`src/rtl/kb_div_pkg.sv`:
```
// kb_div_pkg: shared FSM state type and sign-handling helpers for the sequential divider
//   MAXW     widest operand the helpers accept (operands are zero-extended into it)
//   neg_fix  two's-complement negate when neg is set, otherwise pass through
//   abs_val  magnitude of a w-bit value, signed when sgn is set; min value maps to 2^(w-1)
package kb_div_pkg;
   typedef enum logic [1:0] {IDLE, CALC, DONE} div_state_t;
   localparam int MAXW = 64;
   function automatic logic [MAXW-1:0] neg_fix(input logic [MAXW-1:0] v, input logic neg);
      return neg ? ~v + MAXW'(1) : v;
   endfunction
   function automatic logic [MAXW-1:0] abs_val(input logic [MAXW-1:0] v, input int w, input logic sgn);
      logic neg;
      logic [MAXW-1:0] ext;
      neg = sgn & v[6'(w - 1)];
      // sign-extend before negating so the magnitude is exact in any wider slice
      ext = neg ? v | ({MAXW{1'b1}} << w) : v;
      return neg_fix(ext, neg);
   endfunction
endpackage

```
`src/rtl/kb_div_step.sv`:
```
// kb_div_step: one combinational restoring-division step
//   prem      in   DW+1  partial remainder (always below dvs)
//   din       in   1     next dividend bit, MSB first
//   dvs       in   DW+1  divisor magnitude
//   prem_nxt  out  DW+1  partial remainder after this step
//   qbit      out  1     quotient bit produced by this step
module kb_div_step #(
   parameter int DW = 4
) (
   input  logic [DW:0] prem,
   input  logic        din,
   input  logic [DW:0] dvs,
   output logic [DW:0] prem_nxt,
   output logic        qbit
);
   logic [DW+1:0] t, d;
   always_comb begin
      t = {prem, din};
      d = t - {1'b0, dvs};
      qbit = ~d[DW+1];
      prem_nxt = qbit ? d[DW:0] : t[DW:0];
   end
endmodule

```
`src/rtl/kb_divn_seq.sv`:
```
// kb_divn_seq: sequential SIZE/DW-bit integer divider, unsigned or signed (truncating), valid/ready on both sides
//   sys_clock    in   1     system clock, rising edge
//   reset_n      in   1     asynchronous active-low reset
//   in_valid     in   1     operands valid
//   in_ready     out  1     divider can accept operands
//   dividend     in   SIZE  dividend
//   divisor      in   DW    divisor
//   signed_mode  in   1     1 = signed, 0 = unsigned; sampled with operands
//   out_valid    out  1     result valid
//   out_ready    in   1     downstream accepts result
//   quotient     out  SIZE  quotient
//   remainder    out  DW    remainder
//   div_by_zero  out  1     divisor was zero for this result
module kb_divn_seq
   import kb_div_pkg::*;
#(
   parameter int SIZE = 20,
   parameter int DW   = 4
) (
   input  logic            sys_clock,
   input  logic            reset_n,
   input  logic            in_valid,
   output logic            in_ready,
   input  logic [SIZE-1:0] dividend,
   input  logic [DW-1:0]   divisor,
   input  logic            signed_mode,
   output logic            out_valid,
   input  logic            out_ready,
   output logic [SIZE-1:0] quotient,
   output logic [DW-1:0]   remainder,
   output logic            div_by_zero
);
   localparam int CW = $clog2(SIZE);
   div_state_t state, state_nxt;
   logic [CW-1:0]   cnt;
   logic [SIZE-1:0] dvd_sr, q_fin;
   logic [DW:0]     dvs_mag, prem, prem_nxt;
   logic            dvd_neg, dvs_neg, qbit, accept;
   // dvd_sr shifts dividend bits out of the top while quotient bits enter at the bottom
   kb_div_step #(.DW(DW)) u_step (
      .prem     (prem),
      .din      (dvd_sr[SIZE-1]),
      .dvs      (dvs_mag),
      .prem_nxt (prem_nxt),
      .qbit     (qbit)
   );
   always_comb begin
      in_ready = state == IDLE;
      out_valid = state == DONE;
      accept = in_valid && state == IDLE;
      q_fin = {dvd_sr[SIZE-2:0], qbit};
      state_nxt = state;
      if (accept) state_nxt = divisor == '0 ? DONE : CALC;
      if (state == CALC && cnt == '0) state_nxt = DONE;
      if (state == DONE && out_ready) state_nxt = IDLE;
   end
   always_ff @(posedge sys_clock or negedge reset_n)
      if (!reset_n) state <= IDLE;
      else state <= state_nxt;
   always_ff @(posedge sys_clock or negedge reset_n) begin
      if (!reset_n) begin
         cnt <= '0;
         dvd_sr <= '0;
         dvs_mag <= '0;
         prem <= '0;
         dvd_neg <= 1'b0;
         dvs_neg <= 1'b0;
         quotient <= '0;
         remainder <= '0;
         div_by_zero <= 1'b0;
      end else if (accept) begin
         dvd_sr <= SIZE'(abs_val(MAXW'(dividend), SIZE, signed_mode));
         dvs_mag <= (DW+1)'(abs_val(MAXW'(divisor), DW, signed_mode));
         dvd_neg <= signed_mode & dividend[SIZE-1];
         dvs_neg <= signed_mode & divisor[DW-1];
         prem <= '0;
         cnt <= CW'(SIZE - 1);
         if (divisor == '0) begin
            quotient <= '1;
            remainder <= dividend[DW-1:0];
            div_by_zero <= 1'b1;
         end
      end else if (state == CALC) begin
         prem <= prem_nxt;
         dvd_sr <= q_fin;
         cnt <= cnt - CW'(1);
         // final step: sign fixup folded into the output register load
         if (cnt == '0) begin
            quotient <= SIZE'(neg_fix(MAXW'(q_fin), dvd_neg ^ dvs_neg));
            remainder <= DW'(neg_fix(MAXW'(prem_nxt), dvd_neg));
            div_by_zero <= 1'b0;
         end
      end
   end
endmodule

```
`config.mk`:
```
export PLATFORM = sky130hd
export DESIGN_NAME = kb_divn_seq
export DESIGN_NICKNAME = d
export VERILOG_FILES = /design/src/rtl/kb_div_pkg.sv /design/src/rtl/kb_div_step.sv /design/src/rtl/kb_divn_seq.sv
export SDC_FILE = /design/constraint.sdc
export NUM_CORES = 1
export LEC_CHECK = 0
export ABC_CLOCK_PERIOD_IN_PS = 8000
export CORE_MARGIN = 10
export CORE_UTILIZATION = 35
export CTS_CLUSTER_SIZE = 28
export DETAILED_ROUTE_END_ITERATION = 6
export PLACE_DENSITY_LB_ADDON = 0.12
export SYNTH_ARGS = -nofsm -noshare
export SYNTH_HDL_FRONTEND = slang
export SYNTH_SLANG_ARGS = --single-unit
```
`constraint.sdc`:
```
create_clock -name sys_clock -period 8 [get_ports sys_clock]
set_input_delay 1.6 -clock sys_clock [delete_from_list [all_inputs] [get_ports sys_clock]]
set_output_delay 1.6 -clock sys_clock [all_outputs]
set_load 0.02 [all_outputs]
```
Word-level counts from Yosys, hierarchy flattened
Cells that the tools add are included.

cells by class
  multiplexer cells = 28
  equal/unequal tests = 3
  add/sub/neg operators = 6
  bitwise operators = 8
  reductions and logical operators = 10

operator list
  operator                                           number
  2-to-1 mux 20 bit                                  8
  adder 20 x 1 -> 20 bit (second input constant)     2
  NOT 20 bit                                         2
  2-to-1 mux 5 bit                                   7
  2-to-1 mux 4 bit                                   5
  2-to-1 mux 2 bit                                   4
  subtractor 6 x 5 -> 6 bit                          1
  adder 5 x 1 -> 5 bit (second input constant)       1
  zero test 5 bit                                    1
  NOT 5 bit                                          1
  subtractor 5 x 1 -> 5 bit (second input constant)  1
  adder 4 x 1 -> 4 bit (second input constant)       1
  zero test 4 bit                                    1
  2-to-1 mux 1 bit                                   4
  NOT 4 bit                                          1
  nonzero test 2 bit                                 2
  logical AND 1 bit                                  3
  AND reduction 3 bit                                1
  nonzero test 3 bit                                 1
  bitwise AND 1 bit                                  2
  == test 2 x 1 -> 1 bit (second input constant)     1
  == test 2 bit (second input constant)              1
  zero test 2 bit                                    1
  != test 2 x 1 -> 1 bit (second input constant)     1
  2 further kinds                                    2

storage, ports and cells
  output and inout bits = 27
  word-level logic and storage cells = 65
  bits in registers = 64
  input bits = 29

Logic depth before layout (Yosys ltp)
Gate-level depths: netlist (run 1).

  word-level depth = 8
  depth in mapped cells = 15
  gate-level depth less buffers = 13

Modules after synthesis
A second synthesis (run 1) with hierarchy kept.

second synthesis, totals
  cells, all modules = 454
  area total of the unflattened synthesis = 3921.3 um2

by module, submodules not included
  module       seq. area each (um2)  instances  cells an instance  area each (um2)
  kb_divn_seq  1601.5                1          412                3557.2
  kb_div_step  0.0                   1          42                 364.1

Worst setup path after synthesis (run 1)
Ideal clock, no wire load.

  path type = input to register
  start point = in dividend[8]
  end point = reg dvd_sr[17]
  slack = 4.758 ns
  data required time = 7.864 ns
  arrival = 3.106 ns
  stages = 6
  buffers on the path = 0
  cells stage by stage = or3_1 > or3_1 > or2_2 > o31ai_1 > xor2_1 > o21ai_0

on the way
  cells in the longest elaborated chain, start to end = 4

ends and longest elaborated chain
  element                 line               text
  start, declared         kb_divn_seq.sv:24  input logic [SIZE-1:0] dividend,
  NOT 20 bit              kb_div_pkg.sv:9    return neg ? ~v + MAXW'(1) : v;
  adder 20 x 1 -> 20 bit  kb_div_pkg.sv:9
  2-to-1 mux 20 bit       kb_div_pkg.sv:9
  2-to-1 mux 20 bit       kb_divn_seq.sv:71  end else if (accept) begin
  end signal, assigned    kb_divn_seq.sv:72  dvd_sr <= SIZE'(abs_val(MAXW'(dividend), SIZE, signed_mode));
  end signal, assigned    kb_divn_seq.sv:85  dvd_sr <= q_fin;
  end, declared           kb_divn_seq.sv:36  logic [SIZE-1:0] dvd_sr, q_fin;

No other way between the ends.
A chain may end at the register's enable or synchronous reset.

Worst setup path after layout (run 1)
  start point = reg prem[2]
  end point = reg quotient[16]

on the way
  cells in the longest elaborated chain, start to end = 8

ends and longest elaborated chain
  element                    line               text
  start, declared            kb_divn_seq.sv:37  logic [DW:0] dvs_mag, prem, prem_nxt;
  start signal, assigned     kb_divn_seq.sv:84  prem <= prem_nxt;
  subtractor 6 x 5 -> 6 bit  kb_div_step.sv:19  d = t - {1'b0, dvs};
  NOT 1 bit                  kb_div_step.sv:20  qbit = ~d[DW+1];
  NOT 20 bit                 kb_div_pkg.sv:9
  adder 20 x 1 -> 20 bit     kb_div_pkg.sv:9
  2-to-1 mux 20 bit          kb_div_pkg.sv:9
  2-to-1 mux 20 bit          kb_divn_seq.sv:88  if (cnt == '0) begin
  2-to-1 mux 20 bit          kb_divn_seq.sv:83  end else if (state == CALC) begin
  2-to-1 mux 20 bit          kb_divn_seq.sv:71
  end signal, assigned       kb_divn_seq.sv:89  quotient <= SIZE'(neg_fix(MAXW'(q_fin), dvd_neg ^ dvs_neg));
  end, declared              kb_divn_seq.sv:29  output logic [SIZE-1:0] quotient,

No other way between the ends. The select of a mux whose other input is x is not followed.

==> summary.txt, run 1 <==
NumNets Final - 520
RSZ-0062 raised after global routing - no
Final Total Pwr - 2.04 mW
final core occ - 0.434
row cnt - 38
Leak - 1.89 nW
Post-synth EDFFs - 0
Post-DP HPWL - 7850 um
worst slack, placed - 3900 ps
Vias - 3419
max_slew headroom - 0.241
Min-Delay Path Class - reg -> reg
Die Span X - 125 um
input/output buffers - 55
n_diodes - 0
cts bufs inserted - 9
DRC - 0
sequential-to-total area share from yosys stat - 0.414
Top FF cell, synth - dfrtp_1
Total GRT Usage - 0.143
ys async rst share - 1.00
vias in the first global route - 3547
global-route wire length before repair - 18700 um
Ys Warns - 0
CORE AREA - 10800 um^2
post-synth top area cell - dfrtp_1
Worst-path clk slew - 60 ps
post-synthesis cell type count - 57
drt total wl - 11100 um
Avg WL per Cell - 17.9 um
fin. max-slew vios - 0
Clock Sinks - 64
CP startpoint kind - register
H-tree Lvls - 3
Mapped Cells - 434
Peak VDD IR - 0.145 mV
Post-Syn Area - 3870 um^2
area delta synth->final - 21.5%
Slowest Stage Delay on Critical Path - 610 ps
# hold bufs at CTS - 0
Period minus WS final - 3880 ps
maxcap violations - 0
antenna violations before repair - 0
Post-Syn Nets - 475
Clock Latency Late Sink - 350 ps
Critical Path RT - 8190 ps
TritonRoute pass-1 iters - 5
die height - 125 um
outcome - finished, final reports clean
share of the synthesized area in the top cell type - 0.414
Die ar. - 15700 um^2
share of layout cells above drive strength 1 - 0.0603
Final setup viols - 0
CP endpoint kind - register
average size of a mapped cell - 8.91 um^2
Worst EP arrival - 4060 ps
DR iter-0 viols - 232
setup_tns - 0 ps
period utilization - 0.485
largest net degree at the start of global routing - 65
Post-CTS Setup Repair Bufs - 0
Root Buffer - clkbuf_8
Critical-path top delay cell - or3_1
most frequent cells in the layout - dfrtp_1 (64), clkdlybuf4s50_1 (54), o21ai_0 (45), nor2_1 (39), a21oi_1 (34)
Post-DRT Antenna Nets - 0
Layout Skew - 9.18 ps
most common cell after layout, fill and taps aside - dfrtp_1
Synth Register Bits - 64
CTS-repair resized insts - 0
CP Class - reg -> reg
highest attainable clock frequency - 258 MHz
Initial Utilization - 0.357
max layer used - met4
grt total ovfl - 0
Hold Violations, Final - 0
# IOs - 56
main area contributors after synthesis - dfrtp_1 (41%), o21ai_0 (5.8%), a21oi_1 (4.4%)
metal2 WL - 4930 um
CTS tree - yes
met3 routed WL - 459 um
Clock Path Buffers - 2
Slew @ Worst Pin - 1130 ps
routability cong. - 0.807
CP max FO - 15
Routed met1 length - 5520 um
crit path cell chain - ha_1, and2_1, a221o_1, or3_1, and2_0, inv_1, ha_1, nand4b_1, nor3_1, a21oi_1, xnor2_1, a21oi_1
worst setup margin - 4120 ps
Pwr per Cell Area - 434 nW/um^2
R2R Setup Slk - 4120 ps
Vias/cell - 5.51
worst max-delay path, delay by kind of cell, from the launching register on:
kind / cells / cell delay [ps]
AND/OR/NAND/NOR: 5 / 1760
adder cells (fa/ha/maj): 2 / 560
XOR/XNOR: 1 / 220
AO/OA/AOI/OAI: 3 / 580
flip-flops: 1 / 420
buffers and inverters: 1 / 170
per-stage QoR:
step | std cells | hold WS (ps) | cell area (um^2)
after floorplan | 434 | 450 | 3870
after global placement | 608 | 469 | 4520
after detailed placement | 608 | 478 | 4520
after CTS | 621 | 493 | 4700
after global routing | 621 | 525 | 4700
final | 621 | 486 | 4700
layer usage:
layer  global-route usage  up-vias
met3               0.0270       14
met4               0.0549        0
met2                0.225       78
met1                0.188     1661
met5                    0        -
li1                     -     1666
final timing paths:
| path | startpoint | to | cells after the start |
|---|---|---|---|
| hold reg to reg | dvs_mag[2] | dvs_mag[2] | 2 |
| min in group asynchronous | reset_n | prem[2] | 2 |
| setup / recovery | prem[2] | quotient[16] | 12 |
| max in group asynchronous | reset_n | dvd_sr[11] | 2 |
| setup reg to reg | prem[2] | quotient[16] | 12 |
| hold / removal | dvs_mag[2] | dvs_mag[2] | 2 |
logic make-up after synthesis:
kind of cell | count (synthesis) | synth area share
AO/OA/AOI/OAI | 144 | 0.239
XOR/XNOR | 32 | 0.0724
adder cells (fa/ha/maj) | 12 | 0.0408
buffers and inverters | 44 | 0.0443
flip-flops | 64 | 0.414
multiplexers | 3 | 0.00776
AND/OR/NAND/NOR | 135 | 0.182
synthesized netlist by cell type, drive strengths merged (2+ instances only):
master,number
a211oi,7
a221o,2
nor4,3
nor2,39
buf,6
a311oi,2
clkbuf,20
or4,3
nand2b,3
and2,4
dfrtp,64
xor2,13
inv,18
a31oi,5
o32a,4
and3,5
nand2,21
or2,3
ha,11
a21oi,34
mux2i,3
nor3,12
o31ai,10
nor2b,3
nand4b,2
nor3b,3
a2111oi,2
nand3,15
a22oi,15
nand3b,4
o21a,6
or3,10
a21boi,2
xnor2,19
o21ai,45
report_power, final:
part           leakage, nW  total [mW]  switching (mW)  internal (mW)
combinational         1.01        1.15           0.658          0.488
sequential           0.785       0.631           0.150          0.481
clock               0.0935       0.262           0.120          0.141
total                 1.89        2.04           0.929           1.11
cell type report:
class | instances | area [um^2]
well taps | 140 | 175
clock buffers | 13 | 179
fillers | 1104 | 6140
inverters | 18 | 67.6
flip-flops and latches | 64 | 1600
repair buffers | 60 | 583
multi-input cells | 326 | 2100
registers in the layout, summed over array words and instances, names as in the netlist:
signal,cells
dvs_mag,5
state,2
dvd_sr,20
quotient,20
cnt,5
prem,5
dvd_neg,1
dvs_neg,1
div_by_zero,1
remainder,4
No activity file was read; power rests on OpenSTA's default activity.
==> run 2, diff against run 1 <==
--- a/config.mk
+++ b/config.mk
@@ -5,7 +5,7 @@
 export SDC_FILE = /design/constraint.sdc
 export NUM_CORES = 1
 export LEC_CHECK = 0
-export ABC_CLOCK_PERIOD_IN_PS = 8000
+export ABC_CLOCK_PERIOD_IN_PS = 3900
 export CORE_MARGIN = 10
 export CORE_UTILIZATION = 35
 export CTS_CLUSTER_SIZE = 28
==> constraint.sdc (replaced) <==
create_clock -name sys_clock -period 3.9 [get_ports sys_clock]
set_input_delay 0.78 -clock sys_clock [delete_from_list [all_inputs] [get_ports sys_clock]]
set_output_delay 0.78 -clock sys_clock [all_outputs]
set_load 0.02 [all_outputs]
==> run 2 against run 1 <==
  * Critical path depth stayed put
  * Via count is 0.56% higher
  * Combinational power is 110% higher
  * Die area stayed put
  * Hold slack worse by 85 ps
  * Critical endpoint is now quotient[18]
  * Clock power is 130% higher
  * Design area is 1.1% higher
  * Worst setup slack worse by 3500 ps
==> summary.txt, run 2 (synthesis results as in run 1) <==
outcome - finished, final reports clean
Layout Skew - 8.95 ps (-0.237 ps)
Pwr per Cell Area - 899 nW/um^2 (+110%)
Critical Path RT - 4130 ps (-4060 ps)
drt total wl - 11200 um (+0.82%)
# IOs - 56 (unchanged)
routability cong. - 0.798 (-1.1%)
vias in the first global route - 3548 (+0.028%)
RSZ-0062 raised after global routing - no
share of layout cells above drive strength 1 - 0.0697 (+0.00938)
Die Span X - 125 um (unchanged)
global-route wire length before repair - 18900 um (+1.1%)
max_slew headroom - 0.347 (+0.106)
Clock Path Buffers - 2 (unchanged)
die height - 125 um (unchanged)
input/output buffers - 55 (unchanged)
fin. max-slew vios - 0 (unchanged)
largest net degree at the start of global routing - 44 (-32%)
worst slack, placed - 671 ps (-3230 ps)
NumNets Final - 524 (+0.77%)
Clock Latency Late Sink - 350 ps (about the same)
met3 routed WL - 512 um (+12%)
Total GRT Usage - 0.145 (+0.00196)
Min-Delay Path Class - in -> async
worst setup margin - 634 ps (-3490 ps)
Hold Violations, Final - 0 (unchanged)
max layer used - met4
Worst-path clk slew - 70 ps (about the same)
Vias/cell - 5.47 (-0.57%)
Die ar. - 15700 um^2 (unchanged)
Avg WL per Cell - 17.9 um (-0.31%)
DR iter-0 viols - 232 (unchanged)
Post-DRT Antenna Nets - 0 (unchanged)
Leak - 1.91 nW (+1.5%)
CP startpoint kind - register
Post-CTS Setup Repair Bufs - 0 (unchanged)
worst r2r src - prem[3]
n_diodes - 0 (unchanged)
DRC - 0 (unchanged)
setup_tns - 0 ps (unchanged)
# hold bufs at CTS - 0 (unchanged)
# fillers - 1112 (+0.72%)
CP endpoint kind - register
CTS tree - yes
Post-DP HPWL - 8020 um (+2.1%)
antenna violations before repair - 0 (unchanged)
TritonRoute pass-1 iters - 4 (-1)
row cnt - 38 (unchanged)
Final setup viols - 0 (unchanged)
Clock Sinks - 64 (unchanged)
period utilization - 0.838 (+0.353)
Vias - 3438 (+0.56%)
R2R Path End - quotient[18]
highest attainable clock frequency - 306 MHz (+19%)
Initial Utilization - 0.357 (unchanged)
most common cell after layout, fill and taps aside - dfrtp_1
Root Buffer - clkbuf_8
CP max FO - 5 (-10)
area delta synth->final - 22.8%
cts bufs inserted - 9 (unchanged)
most frequent cells in the layout - dfrtp_1 (64), clkdlybuf4s50_1 (54), o21ai_0 (45), nor2_1 (39), a21oi_1 (34)
largest registers - dvd_sr: 20 flops, quotient: 20 flops
Slew @ Worst Pin - 977 ps (-157 ps)
Worst EP arrival - 3490 ps (-570 ps)
R2R cell count - 12 (unchanged)
maxcap violations - 0 (unchanged)
R2R Setup Slk - 630 ps (-3490 ps)
metal2 WL - 5080 um (+3.0%)
Routed met1 length - 5440 um (-1.5%)
final core occ - 0.438 (+0.00462)
Peak VDD IR - 0.360 mV (+150%)
CP Class - reg -> reg
Period minus WS final - 3270 ps (-611 ps)
H-tree Lvls - 3 (unchanged)
CORE AREA - 10800 um^2 (unchanged)
grt total ovfl - 0 (unchanged)
CTS-repair resized insts - 0 (unchanged)
run 2: cell count changes in the layout (fill, tap and decap cells not counted):
cell,before,now
clkinv_2,0,2
clkbuf_8,13,11
bufinv_16,0,1
clkbuf_1,0,2
buf_4,5,9
run 2: final cells by class:
| type | count | area, um^2 | share of cell area |
|---|---|---|---|
| clock buffers | 13 | 159 | 0.0334 |
| clock inverters | 3 | 40.0 | 0.00843 |
| inverters | 18 | 67.6 | 0.0142 |
| multi-input cells | 326 | 2100 | 0.441 |
| flip-flops and latches | 64 | 1600 | 0.337 |
| well taps | 140 | 175 | 0.0369 |
| repair buffers | 64 | 613 | 0.129 |
run 2: worst max-delay path, stage by stage, from the launching register on:
cell and delay [ps]:
dfrtp_1 400, ha_1 320, and2_1 190, a221o_1 330, or3_1 360, and2_0 250
inv_1 150, ha_1 230, nand4b_1 200, nor3_1 330, a21oi_1 140, xnor2_1 170
a21oi_1 80
run 2: through the flow:
step | cell area, um^2 | cells | hold slack, ps | power [mW]
final | 4750 | 628 | 401 | 4.27
after global routing | 4750 | 628 | 445 | 4.65
after CTS | 4750 | 628 | 417 | 4.30
after detailed placement | 4550 | 612 | 471 | 3.69
after global placement | 4550 | 612 | 467 | 3.68
after floorplan | 3870 | 434 | 450 | 2.87
run 2: report_power, final:
part,switching (mW),internal [mW],total (mW)
clock network,0.268,0.329,0.597
registers,0.306,0.985,1.29
logic,1.36,1.03,2.39
run 2: routing by layer:
layer  up-vias  track usage
met1      1664        0.195
li1       1679            -
met2        83        0.226
met3        12       0.0220
met5         -            0
met4         0       0.0589
run 2: worst max-delay path by stage:
stage	from	slack, ps	end	cells after the start
2_1_floorplan	prem[3]	860	quotient[18]	14
3_3_place_gp	prem[3]	720	quotient[18]	12
3_5_place_dp	prem[3]	670	quotient[18]	12
4_1_cts	prem[3]	650	quotient[18]	12
5_1_grt	prem[3]	380	quotient[18]	12
6_report	prem[3]	630	quotient[18]	12
==> patch, RTL diff (config.mk and constraints of run 2) <==
Change the parameter `SIZE` from 20 to 30.
--- a/src/rtl/kb_divn_seq.sv
+++ b/src/rtl/kb_divn_seq.sv
@@ -16,3 +16,3 @@
 #(
-   parameter int SIZE = 20,
+   parameter int SIZE = 30,
    parameter int DW   = 4
Interface: changed (resized dividend and quotient); port bits go from 56 to 76. The function was not compared with the original's and may differ.
==> patch against run 2 <==
- area after synthesis up 33%
- worst setup slack better by 0.18 ns
- cell count is 32% higher
- wire length up 34%
- sequential cell count rose by 20
- total power rose by 26%
- clock skew down 0.0024 ns
- critical path depth down 1
- design area is 33% higher
- critical path type unchanged
- largest cell class unchanged
==> patch: results (changes against run 2) <==
* Status: complete, no violations (unchanged)
* Share of the synthesized area in the top cell type at 0.410 (was 0.414)
* Regs by FF count: dvd_sr (30), quotient (30) (was dvd_sr (20), quotient (20))
* P_int at 0.00300 W (was 0.00234 W)
* GRT Util Overall at 0.150 (was 0.145)
* Leak at 2.53 nW (was 1.91 nW)
* Commonest cells post-synth: dfrtp_1 (84), nor2_1 (73), a21oi_1 (56) (was dfrtp_1 (64), o21ai_0 (45), nor2_1 (39))
* Top post-synthesis cells by area: dfrtp_1 (41%), xnor2_1 (7.0%), a21oi_1 (5.5%) (was dfrtp_1 (41%), o21ai_0 (5.8%), a21oi_1 (4.4%))
* Routability Congestion at 0.845 (was 0.798)
* Worst path max stage delay at 0.41 ns
* Layout cells sized above 1 at 0.0679 (was 0.0697)
* Nets at 694 (was 524)
* Worst-Margin Slew at 1.09 ns (was 0.977 ns)
* Reg2reg start: prem[3]$_DFFE_PN0P_ (unchanged)
* Clock buffer depth at 2 (unchanged)
* Vias at 4,504 (was 3,438)
* First-pass GRT wire length at 24,300 um (was 18,900 um)
* Cell variety after synth at 66 (was 57)
* CTS Buf Count at 9 (unchanged)
* Root Buffer: clkbuf_16 (was clkbuf_8)
* Main synth FF type: dfrtp_1 (unchanged)
* IO Port Bufs at 75 (was 55)
* Clk pin slew, worst setup/hold paths at roughly 0.06 ns
* WL final at 15,100 um (was 11,200 um)
* Post-synthesis net count at 629 (was 475)
* Worst-path maximum fanout at 6 (was 5)
* Reg2Reg Depth at 11 (was 12)
* CP top delay family: compound AO/OA/AOI/OAI gates (was simple AND/OR/NAND/NOR gates)
* Worst Skew at 0.00651 ns (was 0.00895 ns)
* Maximum VDD drop at 0.442 mV (was 0.360 mV)
* Reg2reg setup slack at 0.81 ns (was 0.63 ns)
* Post-CTS Resized at 0 (unchanged)
* Antenna diodes at 0 (unchanged)
* Capturing point of the worst reg2reg path: remainder[1]$_DFFE_PN0P_ (was quotient[18]$_DFFE_PN0P_)
* Number of iterations in the first detailed-routing pass at 5 (was 4)
* Sequential element share of the synthesized area at 0.410 (was 0.414)
* Htree depth at 3 (unchanged)
* Slowest-stage cell, CP: nor2_1 (was dfrtp_1)
* DP HPWL at 11,000 um (was 8020 um)
* Latest clock arrival within the worst-skew pair at 0.35 ns (about the same)
* Yosys warns at 0 (unchanged)
* Initial antenna violation count at 0 (unchanged)
* HP Class: reg2reg (was in2async)
* Largest net degree at the start of global routing at 65 (was 44)
* Initial DRC count at 295 (was 232)
-- patch: cell count changes after synthesis, moves of 6 or more --
cell            run 2  this run
nor2_1             39        73
a22oi_1            15        23
a31oi_1             5        16
dfrtp_1            64        84
xor2_1             13        22
o21ai_0            45        51
a21oi_1            34        56
or3_1               7         1
nand2_1            21        42
o31ai_1            10         4
xnor2_1            19        41
-- patch: cells by family (layout without fill, tap and decap cells) --
kind of cell	Yosys count	in the layout	share of synthesized area
buffers and inverters	52	122	0.0449
muxes	8	8	0.0171
AOI/OAI and AO/OA	178	178	0.214
xor gates and xnor gates	63	63	0.108
and+or+nand+nor	181	181	0.176
adders and majority gates	12	12	0.0307
DFF	84	84	0.410
-- patch: worst max-delay path by stage --
stage,cells past startpoint,from,to,slack (ns)
detailed placement,7,dividend[10],dvd_sr[28]$_DFFE_PN0P_,0.77
global placement,7,dividend[8],dvd_sr[28]$_DFFE_PN0P_,0.79
CTS,11,prem[3]$_DFFE_PN0P_,remainder[1]$_DFFE_PN0P_,0.84
global route,11,prem[3]$_DFFE_PN0P_,remainder[1]$_DFFE_PN0P_,0.58
finish,11,prem[3]$_DFFE_PN0P_,remainder[1]$_DFFE_PN0P_,0.81
floorplan,11,prem[3]$_DFFE_PN0P_,remainder[1]$_DFFE_PN0P_,1.21
-- patch: final cells by class --
class / count / area (um^2)
Clock buffer: 15 / 278
Clock inverter: 1 / 5.00
Fill cell: 1435 / 8100
Inverter: 21 / 78.8
Multi-Input combinational cell: 442 / 2810
Sequential cell: 84 / 2100
Tap cell: 184 / 230
Timing Repair Buffer: 85 / 823
-- patch: power by group through the flow --
stage               logic (W)  clock network [W]  registers (W)
floorplan             0.00198                  0        0.00167
global placement      0.00290                  0        0.00160
detailed placement    0.00294                  0        0.00161
CTS                   0.00296           0.000853        0.00160
global route          0.00324           0.000885        0.00165
finish                0.00293           0.000834        0.00160
-- patch: per-stage QoR --
step | std cells | total power, W | cell area [um^2] | setup slack, ns | hold slack, ns
2_1_floorplan | 578 | 0.00365 | 5130 | 1.21 | 0.450
3_3_place_gp | 816 | 0.00451 | 6040 | 0.792 | 0.471
3_5_place_dp | 816 | 0.00455 | 6040 | 0.772 | 0.485
4_1_cts | 832 | 0.00541 | 6330 | 0.839 | 0.498
5_1_grt | 832 | 0.00578 | 6330 | 0.582 | 0.515
6_report | 832 | 0.00536 | 6330 | 0.809 | 0.488
-- patch: layer usage --
metal / vias to the layer above / global-route usage / part of all wire
met5: - / 0 / 0
met4: 0 / 0.0489 / 0.015
met3: 20 / 0.0373 / 0.055
met2: 113 / 0.241 / 0.48
met1: 2190 / 0.191 / 0.45
li1: 2181 / - / -
